## src/rtl/seg_pkg.sv

```systemverilog
// -----------------------------------------------------------------------------
// seg_pkg
// Shared definitions for the multiplexed 74HC595 seven-segment driver:
//   - SEG_HEX_TABLE : active-low {dp,g,f,e,d,c,b,a} codes for hex 0..F
//                     (dp bit is 1 = off; the decoder overrides it)
//   - SEG_BLANK     : all segments off
//   - seg_state_e   : scan/shift FSM states
//   - seg_word_width: length of the {seg, sel} shift word for a digit count
// -----------------------------------------------------------------------------
package seg_pkg;

    localparam logic [7:0] SEG_BLANK = 8'hFF;

    localparam logic [7:0] SEG_HEX_TABLE [16] = '{
        8'hC0, 8'hF9, 8'hA4, 8'hB0, 8'h99, 8'h92, 8'h82, 8'hF8,
        8'h80, 8'h90, 8'h88, 8'h83, 8'hC6, 8'hA1, 8'h86, 8'h8E
    };

    typedef enum logic [1:0] {
        ST_IDLE  = 2'd0,
        ST_LOAD  = 2'd1,
        ST_SHIFT = 2'd2,
        ST_LATCH = 2'd3
    } seg_state_e;

    // Eight segment bits followed by one select bit per digit.
    function automatic int seg_word_width(input int digits);
        return 32'sd8 + digits;
    endfunction

endpackage

```

## src/rtl/seg_hex_decode.sv

```systemverilog
// -----------------------------------------------------------------------------
// seg_hex_decode
// Combinational nibble -> active-low seven-segment decoder.
// Ports:
//   nibble  in  4 : hex value to display
//   point   in  1 : decimal point, 1 = lit
//   blank   in  1 : 1 = all segments off (leading-zero suppression)
//   seg     out 8 : {dp,g,f,e,d,c,b,a}, active low
// -----------------------------------------------------------------------------
module seg_hex_decode
    import seg_pkg::*;
(
    input  logic [3:0] nibble,
    input  logic       point,
    input  logic       blank,
    output logic [7:0] seg
);

    // Table lookup with the dp bit replaced by the inverted point input.
    always_comb begin
        seg = SEG_BLANK;
        if (blank) begin
            seg = SEG_BLANK;
        end else begin
            seg = {~point, SEG_HEX_TABLE[nibble][6:0]};
        end
    end

endmodule

```

## src/rtl/seg_595_dynamic.sv

```systemverilog
// -----------------------------------------------------------------------------
// seg_595_dynamic
// Multiplexes DIGITS common-anode digits through a daisy-chained 74HC595 pair.
// Every SCAN_CNT clocks one digit's {seg, sel} word is shifted out MSB first
// (4 clocks per bit) and then latched with a one-cycle stcp pulse.
// Parameters:
//   DIGITS   : number of digits / width of sel (1..8)
//   SCAN_CNT : clocks per digit slot, >= 4*(8+DIGITS)+4
// Ports:
//   sys_clk    in  1          : clock
//   sys_rst_n  in  1          : async active-low reset
//   data       in  4*DIGITS   : hex nibble per digit, data[3:0] = digit 0
//   point      in  DIGITS     : decimal point per digit, 1 = lit
//   seg_en     in  1          : 1 = display on
//   ds         out 1          : 595 serial data
//   shcp       out 1          : 595 shift clock
//   stcp       out 1          : 595 storage clock
//   oe         out 1          : 595 output enable, active low
// Build option:
//   SEG_LZ_BLANK_EN : when defined, leading zero digits (except digit 0) are
//                     blanked unless a decimal point at or above them is lit.
// -----------------------------------------------------------------------------
module seg_595_dynamic
    import seg_pkg::*;
#(
    parameter int DIGITS   = 6,
    parameter int SCAN_CNT = 50_000
) (
    input  logic                  sys_clk,
    input  logic                  sys_rst_n,
    input  logic [4*DIGITS-1:0]   data,
    input  logic [DIGITS-1:0]     point,
    input  logic                  seg_en,
    output logic                  ds,
    output logic                  shcp,
    output logic                  stcp,
    output logic                  oe
);

    localparam int WORD_W = seg_word_width(DIGITS);
    localparam int SH_W   = WORD_W - 1;
    localparam int IDX_W  = (DIGITS > 1) ? $clog2(DIGITS) : 1;
    localparam int SCAN_W = $clog2(SCAN_CNT);
    localparam int BIT_W  = $clog2(WORD_W);

    logic [SCAN_W-1:0] scan_cnt_r;
    logic              tick_s;
    seg_state_e        state_r, state_nxt_s;
    logic [1:0]        cnt4_r, cnt4_nxt_s;
    logic [BIT_W-1:0]  bit_cnt_r, bit_cnt_nxt_s;
    logic [SH_W-1:0]   shift_r, shift_nxt_s;
    logic [IDX_W-1:0]  digit_idx_r, digit_idx_nxt_s;
    logic              ds_r, ds_nxt_s;
    logic              shcp_r, shcp_nxt_s;
    logic              stcp_r, stcp_nxt_s;
    logic              oe_r;

    logic [DIGITS-1:0] sel_s;
    logic [DIGITS-1:0] blank_vec_s;
    logic [3:0]        nibble_s;
    logic              point_bit_s;
    logic              blank_s;
    logic [7:0]        seg_s;
    logic [WORD_W-1:0] word_s;

    assign tick_s = (scan_cnt_r == SCAN_W'(SCAN_CNT - 1));
    assign word_s = {seg_s, sel_s};

    // Free-running slot counter; tick_s marks the last cycle of each slot.
    always_ff @(posedge sys_clk or negedge sys_rst_n) begin
        if (!sys_rst_n) begin
            scan_cnt_r <= '0;
        end else if (tick_s) begin
            scan_cnt_r <= '0;
        end else begin
            scan_cnt_r <= scan_cnt_r + SCAN_W'(1);
        end
    end

`ifdef SEG_LZ_BLANK_EN
    // Walk from the top digit down; a digit stays blank while every nibble
    // and point from the top through it is zero. Digit 0 always shows.
    always_comb begin : lz_blank
        logic run_v;
        run_v       = 1'b1;
        blank_vec_s = '0;
        for (int i = DIGITS - 1; i >= 0; i--) begin
            run_v          = run_v & (data[4*i +: 4] == 4'h0) & ~point[i];
            blank_vec_s[i] = (i > 0) ? run_v : 1'b0;
        end
    end
`else
    // Leading zeros are displayed.
    always_comb begin
        blank_vec_s = '0;
    end
`endif

    // One-hot select and AND-OR mux of the current digit's inputs.
    always_comb begin
        sel_s       = '0;
        nibble_s    = 4'h0;
        point_bit_s = 1'b0;
        blank_s     = 1'b0;
        for (int i = 0; i < DIGITS; i++) begin
            sel_s[i]    = (digit_idx_r == IDX_W'(i));
            nibble_s    = nibble_s | (data[4*i +: 4] & {4{sel_s[i]}});
            point_bit_s = point_bit_s | (point[i] & sel_s[i]);
            blank_s     = blank_s | (blank_vec_s[i] & sel_s[i]);
        end
    end

    seg_hex_decode u_decode (
        .nibble (nibble_s),
        .point  (point_bit_s),
        .blank  (blank_s),
        .seg    (seg_s)
    );

    // Next-state and next-output logic. Outputs are computed one cycle ahead
    // so ds/shcp/stcp come straight from flops.
    always_comb begin
        state_nxt_s     = state_r;
        cnt4_nxt_s      = cnt4_r;
        bit_cnt_nxt_s   = bit_cnt_r;
        shift_nxt_s     = shift_r;
        digit_idx_nxt_s = digit_idx_r;
        ds_nxt_s        = ds_r;
        shcp_nxt_s      = 1'b0;
        stcp_nxt_s      = 1'b0;
        case (state_r)
            ST_IDLE: begin
                if (tick_s) begin
                    state_nxt_s = ST_LOAD;
                end else begin
                    state_nxt_s = ST_IDLE;
                end
            end
            ST_LOAD: begin
                // MSB goes straight to ds; the rest waits in shift_r.
                state_nxt_s   = ST_SHIFT;
                ds_nxt_s      = word_s[WORD_W-1];
                shift_nxt_s   = word_s[SH_W-1:0];
                cnt4_nxt_s    = 2'd0;
                bit_cnt_nxt_s = '0;
                if (digit_idx_r == IDX_W'(DIGITS - 1)) begin
                    digit_idx_nxt_s = '0;
                end else begin
                    digit_idx_nxt_s = digit_idx_r + IDX_W'(1);
                end
            end
            ST_SHIFT: begin
                if (cnt4_r == 2'd3) begin
                    cnt4_nxt_s = 2'd0;
                    if (bit_cnt_r == BIT_W'(WORD_W - 1)) begin
                        state_nxt_s = ST_LATCH;
                        stcp_nxt_s  = 1'b1;
                    end else begin
                        bit_cnt_nxt_s = bit_cnt_r + BIT_W'(1);
                        ds_nxt_s      = shift_r[SH_W-1];
                        shift_nxt_s   = {shift_r[SH_W-2:0], 1'b0};
                    end
                end else begin
                    cnt4_nxt_s = cnt4_r + 2'd1;
                    // High during cnt4 = 2 and 3.
                    shcp_nxt_s = (cnt4_r == 2'd1) || (cnt4_r == 2'd2);
                end
            end
            ST_LATCH: begin
                state_nxt_s = ST_IDLE;
            end
            default: begin
                state_nxt_s = ST_IDLE;
            end
        endcase
    end

    // FSM, shifter and pin registers.
    always_ff @(posedge sys_clk or negedge sys_rst_n) begin
        if (!sys_rst_n) begin
            state_r     <= ST_IDLE;
            cnt4_r      <= 2'd0;
            bit_cnt_r   <= '0;
            shift_r     <= '0;
            digit_idx_r <= '0;
            ds_r        <= 1'b0;
            shcp_r      <= 1'b0;
            stcp_r      <= 1'b0;
        end else begin
            state_r     <= state_nxt_s;
            cnt4_r      <= cnt4_nxt_s;
            bit_cnt_r   <= bit_cnt_nxt_s;
            shift_r     <= shift_nxt_s;
            digit_idx_r <= digit_idx_nxt_s;
            ds_r        <= ds_nxt_s;
            shcp_r      <= shcp_nxt_s;
            stcp_r      <= stcp_nxt_s;
        end
    end

    // Output enable follows seg_en with one cycle of latency, independent of scanning.
    always_ff @(posedge sys_clk or negedge sys_rst_n) begin
        if (!sys_rst_n) begin
            oe_r <= 1'b1;
        end else begin
            oe_r <= ~seg_en;
        end
    end

    assign ds   = ds_r;
    assign shcp = shcp_r;
    assign stcp = stcp_r;
    assign oe   = oe_r;

endmodule

```

## config.mk

```make
export PLATFORM = sky130hd
export DESIGN_NAME = seg_595_dynamic
export DESIGN_NICKNAME = d
export VERILOG_FILES = /design/src/rtl/seg_pkg.sv /design/src/rtl/seg_hex_decode.sv /design/src/rtl/seg_595_dynamic.sv
export SDC_FILE = /design/constraint.sdc
export NUM_CORES = 1
export LEC_CHECK = 0
export CORE_AREA = 2 2 80 112
export CTS_CLUSTER_DIAMETER = 30
export DETAILED_ROUTE_END_ITERATION = 8
export DIE_AREA = 0 0 82 114
export PLACE_DENSITY_LB_ADDON = 0.1
export SYNTH_ARGS = -nofsm -noshare
export SYNTH_HDL_FRONTEND = slang
export SYNTH_SLANG_ARGS = --single-unit
```

## constraint.sdc

```tcl
create_clock -name sys_clk -period 5.2 [get_ports sys_clk]
set_clock_uncertainty 0.15 [all_clocks]
set_input_delay 1.04 -clock sys_clk [delete_from_list [all_inputs] [get_ports sys_clk]]
set_output_delay 1.04 -clock sys_clk [all_outputs]
set_load 0.005 [all_outputs]
```

### After elaboration in Yosys (flattened, before gate mapping)

Memories as Yosys holds them, arrays and structs flattened.
Index checks and enable logic that the tools add are counted.

| word-level totals | value |
|---|---|
| word-level logic and storage cells | 87 |
| memories kept | 1 |
| input bits | 33 |
| bits in writable memories | 0 |
| bits in read-only memories | 128 |
| bits in registers | 44 |
| bits in latches | 0 |

Memory list:

| name | depth | bits a word | read ports | clocked after memory_dff | wr ports | RTL line | text |
|---|---|---|---|---|---|---|---|
| (name not given) | 16 | 8 | 1 | 0 | 0 | seg_hex_decode.sv:25 | `seg = {~point, SEG_HEX_TABLE[nibble][6:0]};` |

| operators by class | value |
|---|---|
| multipliers | 0 |
| bitwise logic cells | 25 |
| reductions and logical operators | 6 |
| shift-type cells | 0 |
| div/mod/pow operators | 0 |
| eq/ne operators | 16 |
| order comparisons | 1 |
| $add $sub $neg | 4 |
| mux-type cells | 24 |

Operator list:

| operator | count |
|---|---|
| 2-to-1 mux 13 bit | 2 |
| case mux 13 bit (2 select lines) | 1 |
| AND 4 bit | 6 |
| bitwise OR 4 bit | 5 |
| adder 16 x 1 -> 16 bit (second input constant) | 1 |
| equality test 16 bit (second input constant) | 1 |
| 2-to-1 mux 16 bit | 1 |
| 2-to-1 mux 7 bit | 2 |
| equality test 2 bit (second input constant) | 4 |
| 2-to-1 mux 1 bit | 8 |
| 2-to-1 mux 4 bit | 2 |
| case mux 2 bit (4 select lines) | 1 |
| case mux 4 bit (2 select lines) | 1 |
| AND 1 bit | 6 |
| equality test 3 x 2 -> 1 bit (second input constant) | 2 |
| equality test 3 bit (second input constant) | 2 |
| 2-to-1 mux 2 bit | 3 |
| != test 2 bit (second input constant) | 3 |
| >= comparator 5 bit (second input constant) | 1 |
| NOT 4 -> 5 bit | 1 |
| bitwise OR 1 bit | 5 |
| adder 4 x 1 -> 4 bit (second input constant) | 1 |
| equality test 2 x 1 -> 1 bit (second input constant) | 2 |
| equality test 4 bit (second input constant) | 1 |
| 13 further kinds | 14 |

### Longest topological paths before layout

Gate-level depths: netlist of run 1.

| logic depth | value |
|---|---|
| word-level depth | 12 |
| gate-level depth with buffers | 11 |

### Hierarchy

A second synthesis of run 1 with hierarchy kept.

| second synthesis, totals | value |
|---|---|
| cell total of the unflattened synthesis | 269 |
| area total of the unflattened synthesis | 2556.2 um2 |

By module, submodules not included:

| module | times used | cells an instance | area each (um2) |
|---|---|---|---|
| seg_595_dynamic | 1 | 228 | 2272.2 |
| seg_hex_decode | 1 | 41 | 284.0 |

### Least setup slack after synthesis of run 1

No wires, ideal clock.

| path | value |
|---|---|
| path type | input to register |
| start point | input port data[21] |
| end point | register shift_r[8] |
| library setup time | 138 ps |
| slack | 2251 ps |
| stages | 8 |
| buffers on the path | 0 |
| arrival | 2661 ps |
| cell sequence | mux4_2 nor2b_1 a221oi_2 inv_1 ha_1 nor3b_1 a2bb2oi_1 o221ai_1 |

| on the way | value |
|---|---|
| longest elaborated chain between the ends | 7 |

Ends and longest elaborated chain:

| element | RTL line | text |
|---|---|---|
| start: declaration | seg_595_dynamic.sv:31 | `input logic [4*DIGITS-1:0] data,` |
| AND 4 bit | seg_595_dynamic.sv:107 | `nibble_s = nibble_s \| (data[4*i +: 4] & {4{sel_s[i]}});` |
| bitwise OR 4 bit | seg_595_dynamic.sv:107 |  |
| NOT 4 -> 5 bit (implied by the code) | seg_hex_decode.sv:25 |  |
| memory (16 x 8 bit) | - |  |
| 2-to-1 mux 7 bit (implied by the code) (2 in a row) | seg_hex_decode.sv:25 |  |
| case mux 13 bit (2 select lines) | seg_595_dynamic.sv:131 | `case (state_r)` |
| end signal: assignment | seg_595_dynamic.sv:193 | `shift_r <= shift_nxt_s;` |
| end: declaration | seg_595_dynamic.sv:51 | `logic [SH_W-1:0] shift_r, shift_nxt_s;` |

Every way passes these cells. The select of a mux whose other input is x is not followed.
A chain may end at the register's enable or synchronous reset.

### Worst setup path after layout of run 1

Ends and elaborated chain as after synthesis.

==> impl_metrics.json, run 1 <==
{
  "status": "completed",
  "synth_most_common_cell": "dfrtp_1",
  "port_buffers": 36,
  "hp-class": "reg2reg",
  "final-max-slew-violation-count": 0,
  "die_w_um": 82,
  "cts_sinks": 44,
  "slowest_delay_ns": 0.45,
  "antenna_found_initial": 0,
  "vias": 2077,
  "yosysTopAreaCell": "dfrtp_1",
  "rsz0062_at_grt": "false",
  "cp.required_ns": 5.20,
  "coreArea_um2": 8408,
  "grt.total_usage": 0.1420,
  "syn_inst": 274,
  "async_reset_ff_frac": 1.000,
  "dp_cells": 403,
  "startpoint_type": "input port",
  "synth_top_area_share": 0.4032,
  "relSlewSlack": 0.3293,
  "synth_area_um2": 2669,
  "cp_slowest_cell": "mux4_2",
  "grt_overflow": 0,
  "clkTransAtPathRegs_ns": 0.06,
  "synth_seq_cells": 44,
  "instances_no_fill": 411,
  "synth_area_leaders": "dfrtp_1 (40%), ha_1 (6.6%), mux2i_1 (4.5%), nand2_1 (4.5%), xor2_1 (3.9%)",
  "synth.avg_cell_area_um2": 9.740,
  "syn_nets": 321,
  "nNetsFinal": 352,
  "grt_max_degree": 45,
  "clk_latency_ns": 0.29,
  "initial_core_util": 0.3174,
  "hpwl_mm": 4.558,
  "wl_per_cell_um": 14.76,
  "detail-route-antenna-nets": 0,
  "crit_type": "in2reg",
  "ios": 37,
  "ctsResizeCount": 0,
  "numCtsBuffers": 5,
  "floorplan.rows": 40,
  "clock.fmax_mhz": 304.6,
  "hold_buffers": 0,
  "worst-slew-pin-transition_ns": 1.006,
  "setup_viol": 0,
  "layout-drive-gt1-share": 0.07843,
  "synth_ff_type": "dfrtp_1",
  "ir_drop_v": 0.0001930,
  "cp_max_fo": 6,
  "n_fill_cell": 858,
  "fin_crit_ns": 3.283,
  "final_hold_viol_count": 0,
  "grt_pass1_wl_mm": 10.09,
  "die_y_um": 114,
  "die-area_um2": 9348,
  "max_cap_violations": 0,
  "diodes": 0,
  "syn_to_final_growth_pct": 22.03,
  "arrival_ns": 3.29,
  "post_cts_buffers": 0,
  "synth_warnings": 0,
  "wirelength_mm": 6.068,
  "crit_path_cell_trace": "clkdlybuf4s50_1 > mux4_2 > nor2b_1 > a221oi_2 > inv_1 > ha_1 > nor3b_1 > a2bb2oi_1 > o221ai_1",
  "tritoncts": "built",
  "timing.final.crit_share": 0.6314,
  "timing.setup.tns_ns": 0,
  "cts.root.buffer_cell": "clkbuf_16",
  "routabilityCongestion": 0.7960,
  "htreeDepth": 2,
  "synthTopCellsByCount": "dfrtp_1 (43), nand2_1 (32), nor2_1 (20)",
  "drtIter0Drc": 55,
  "ys_types": 57,
  "power_density_nw_per_um2": 232.4,
  "yosysSeqAreaShare": 0.4130,
  "firstDrtPassIters": 4,
  "cts_buffer_depth": 2,
  "drc": 0,
  "critPathCaptureType": "flop",
  "grt_pass1_vias": 2118,
  "synth_edf_count": 0,
  "leakagePower_nw": 1.350,
  "avgViaCountPerCell": 5.054
}
==> logic make-up (layout without fill, tap and decap cells) <==
kind of cell	Yosys count	in the layout	share of synthesized area
AOI/OAI and AO/OA	55	55	0.1552
xor gates and xnor gates	17	17	0.05579
adders and majority gates	14	14	0.06564
buffers and inverters	26	58	0.04407
DFF	44	44	0.4130
muxes	19	19	0.08017
and+or+nand+nor	99	99	0.1861
==> cell usage in the layout (no fill, tap or decap), types with 5 or more instances in the layout <==
| cell | instances |
|---|---|
| dfrtp_1 | 43 |
| clkdlybuf4s50_1 | 35 |
| nand2_1 | 32 |
| nor2_1 | 20 |
| o21ai_0 | 15 |
| ha_1 | 14 |
| inv_1 | 13 |
| mux2i_1 | 12 |
| xor2_1 | 12 |
| nor3_1 | 11 |
| nand3_1 | 10 |
| a21oi_1 | 6 |
| xnor2_1 | 5 |
| mux2_2 | 5 |
| a22oi_1 | 5 |
| clkbuf_16 | 5 |
==> power breakdown <==
group          switching (mW)  internal [mW]  leakage (nW)
logic                  0.0233         0.0313         0.711
registers           0.0000937          0.343         0.560
clock network           0.132          0.227        0.0781
total                   0.155          0.602          1.35
==> final cells by class <==
| cell class | instances | area, µm² | area share |
|---|---|---|---|
| Clock buffer | 7 | 132.6 | 0.04072 |
| Clock inverter | 1 | 30.03 | 0.009220 |
| Inverter | 13 | 48.80 | 0.01498 |
| Multi-Input combinational cell | 204 | 1449 | 0.4449 |
| Sequential cell | 44 | 1102 | 0.3385 |
| Tap cell | 105 | 131.4 | 0.04034 |
| Timing Repair Buffer | 37 | 362.8 | 0.1114 |
==> registers in the layout, indices dropped and copies added (netlist names) <==
name / cells
state_r: 2
scan_cnt_r: 16
cnt4_r: 2
shift_r: 13
shcp: 1
digit_idx_r: 3
oe: 1
stcp: 1
ds: 1
bit_cnt_r: 4
==> stage by stage <==
| stage | setup slack, ns | area [µm²] | power [mW] | hold WS (ns) | util |
|---|---|---|---|---|---|
| final | 1.917 | 3257 | 0.7568 | 0.3353 | 0.3874 |
| after global placement | 1.642 | 3094 | 0.4050 | 0.3148 | 0.3680 |
| after CTS | 1.889 | 3257 | 0.7684 | 0.3381 | 0.3874 |
| after floorplan | 2.251 | 2669 | 0.3689 | 0.2944 | - |
| after detailed placement | 1.588 | 3094 | 0.4050 | 0.3254 | 0.3680 |
| after global routing | 1.695 | 3257 | 0.7859 | 0.3699 | 0.3874 |
==> worst max-delay path: cells and delay by family <==
kind / cells / cell delay, ns
AND/OR/NAND/NOR: 2 / 0.29
adder cells (fa/ha/maj): 1 / 0.24
AO/OA/AOI/OAI: 3 / 0.71
buffers and inverters: 2 / 0.55
multiplexers: 1 / 0.45
==> per-layer routing <==
metal  wire (µm)  up-vias  track usage  share of wire
met5           0        -            0              0
met3         215        9      0.03085          0.035
met2        3045       48       0.2455           0.50
met1        2681      982       0.1648           0.44
li1            -     1038            -              -
met4         125        0      0.06222          0.021
==> final timing paths <==
kind | end | from | slack [ns] | cells past startpoint
setup / recovery | shift_r[8] | data[21] | 1.92 | 9
hold / removal | shift_r[4] | shift_r[4] | 0.34 | 2
setup reg to reg | shift_r[6] | digit_idx_r[2] | 2.14 | 9
hold reg to reg | shift_r[4] | shift_r[4] | 0.34 | 2
max in group asynchronous | scan_cnt_r[1] | sys_rst_n | 3.49 | 1
min in group asynchronous | cnt4_r[1] | sys_rst_n | 0.77 | 1
(Power assumes the default switching activity.)
==> run 2: changes to the inputs <==
clock period = 2.7 ns   (was 5.2 ns; I/O delays follow)
==> impl_metrics.json, run 2 (synthesized netlist as in run 1, its figures left out) <==
{
  "grt_max_degree": 22,
  "top_register": "scan_cnt_r",
  "worst-slew-pin-transition_ns": 0.5115,
  "final-max-slew-violation-count": 0,
  "detail-route-antenna-nets": 0,
  "cts_buffer_depth": 2,
  "numCtsBuffers": 5,
  "finalInstanceArea_um2": 3416,
  "grt_pass1_vias": 2131,
  "routabilityCongestion": 0.8387,
  "port_buffers": 36,
  "vias": 2153,
  "startpoint_type": "input port",
  "die_w_um": 82,
  "diodes": 0,
  "cp.required_ns": 2.73,
  "drc": 0,
  "post_dp_cell_area_um2": 3237,
  "reg_top3": "scan_cnt_r x16, shift_r x13, bit_cnt_r x4",
  "wirelength_mm": 6.238,
  "hpwl_mm": 4.955,
  "crit_type": "in2reg",
  "wl_per_cell_um": 14.47,
  "most-common-layout-cells": "dfrtp_1 (43), clkdlybuf4s50_1 (35), nand2_1 (32)",
  "slowest_delay_ns": 0.45,
  "tritoncts": "built",
  "leakagePower_nw": 1.450,
  "firstDrtPassIters": 4,
  "multi_input_area_um2": 1456,
  "rsz0062_at_grt": "true",
  "cp_max_fo": 5,
  "grt_pass1_wl_mm": 10.24,
  "clkTransAtPathRegs_ns": 0.06,
  "nNetsFinal": 372,
  "timing.final.crit_share": 0.9482,
  "path_buf_inv": 3,
  "clk_latency_ns": 0.29,
  "die_y_um": 114,
  "final_util": 0.4063,
  "power_density_nw_per_um2": 425.1,
  "htreeDepth": 2,
  "setup_viol": 0,
  "floorplan.rows": 40,
  "relSlewSlack": 0.6502,
  "antenna_found_initial": 0,
  "seq_area_um2": 1102,
  "syn_to_final_growth_pct": 27.99,
  "status": "completed",
  "arrival_ns": 2.59,
  "initial_core_util": 0.3174,
  "final_hold_viol_count": 0,
  "fin_hold_ws_ns": 0.03534,
  "largest_register_ffs": 16,
  "crit_family": "buffers and inverters",
  "n_fill_cell": 859,
  "ios": 37,
  "critPathCaptureType": "flop",
  "cts_sinks": 44,
  "die-area_um2": 9348,
  "avgViaCountPerCell": 4.995,
  "fin_crit_ns": 2.560,
  "cts.root.buffer_cell": "clkbuf_16",
  "clock.fmax_mhz": 390.6,
  "hp-class": "in2async",
  "grt_overflow": 0,
  "cp_slowest_cell": "mux4_2",
  "power_mw": 1.452,
  "crit_path_cell_trace": "clkdlybuf4s50_1 > mux4_2 > nor2b_1 > a221oi_2 > buf_4 > ha_1 > inv_1 > nor3_2 > a21oi_1 > o311ai_1",
  "layout-drive-gt1-share": 0.1442,
  "max_cap_violations": 0,
  "drtIter0Drc": 42,
  "coreArea_um2": 8408,
  "grt.total_usage": 0.1441,
  "mostFrequentLayoutCell": "dfrtp_1",
  "ir_drop_v": 0.0002741
}
run 2: changes by cell type in the layout (fill, tap and decap cells not counted), sizes merged:
cell / delta
clkinv: +1
buf: +20
clkbuf: -1
run 2: path summary, 6_finish.rpt:
check | from | end | slack [ns] | depth (start not counted)
worst max-delay path | data[21] | shift_r[7] | 0.14 | 10
worst min-delay path | sys_rst_n | state_r[1] | 0.04 | 1
worst max register to register | digit_idx_r[2] | shift_r[8] | 0.29 | 8
worst min register to register | scan_cnt_r[0] | scan_cnt_r[0] | 0.33 | 1
max in group asynchronous | sys_rst_n | oe | 1.73 | 2
min in group sys_clk | scan_cnt_r[0] | scan_cnt_r[0] | 0.33 | 1
run 2: worst reg2reg max path, cell delays in order, from the launching register on:
cell,delay [ns]
dfrtp_1,0.45
inv_1,0.13
ha_1,0.32
a221oi_2,0.43
buf_4,0.21
ha_1,0.16
nor3b_1,0.21
a2bb2oi_1,0.09
o221ai_1,0.17
run 2: report_power, final:
group | internal [mW] | switching (mW) | total, mW
clock | 0.435 | 0.243 | 0.678
combinational | 0.0665 | 0.0469 | 0.113
sequential | 0.661 | 0.000162 | 0.661
total | 1.16 | 0.290 | 1.45
run 2: layout make-up:
cell class | instances | area share
Tap cell | 105 | 0.03846
Inverter | 13 | 0.01429
Clock buffer | 6 | 0.03773
Multi-Input combinational cell | 204 | 0.4264
Sequential cell | 44 | 0.3227
Clock inverter | 2 | 0.01026
Timing Repair Buffer | 57 | 0.1502
run 2: per-stage QoR:
step	std cells	worst slack (ns)	setup TNS, ns
after global placement	422	-0.1676	-0.9011
after detailed placement	422	-0.2041	-1.058
after global routing	431	-0.01571	-0.01571
after CTS	430	0.09101	0
final	431	0.1397	0
after floorplan	274	0.2508	0
run 2: what timing repair did:
item,in CTS,in global routing
buffers inserted,0,1
resized for setup,0,2
setup endpoints to repair,0,3
hold buffers,0,0
run 2: routing by layer:
layer | vias up | GRT usage | part of all wire
met5 | - | 0 | 0
met3 | 8 | 0.02690 | 0.038
met2 | 59 | 0.2466 | 0.51
li1 | 1084 | - | -
met4 | 0 | 0.06778 | 0.024
met1 | 1002 | 0.1702 | 0.43
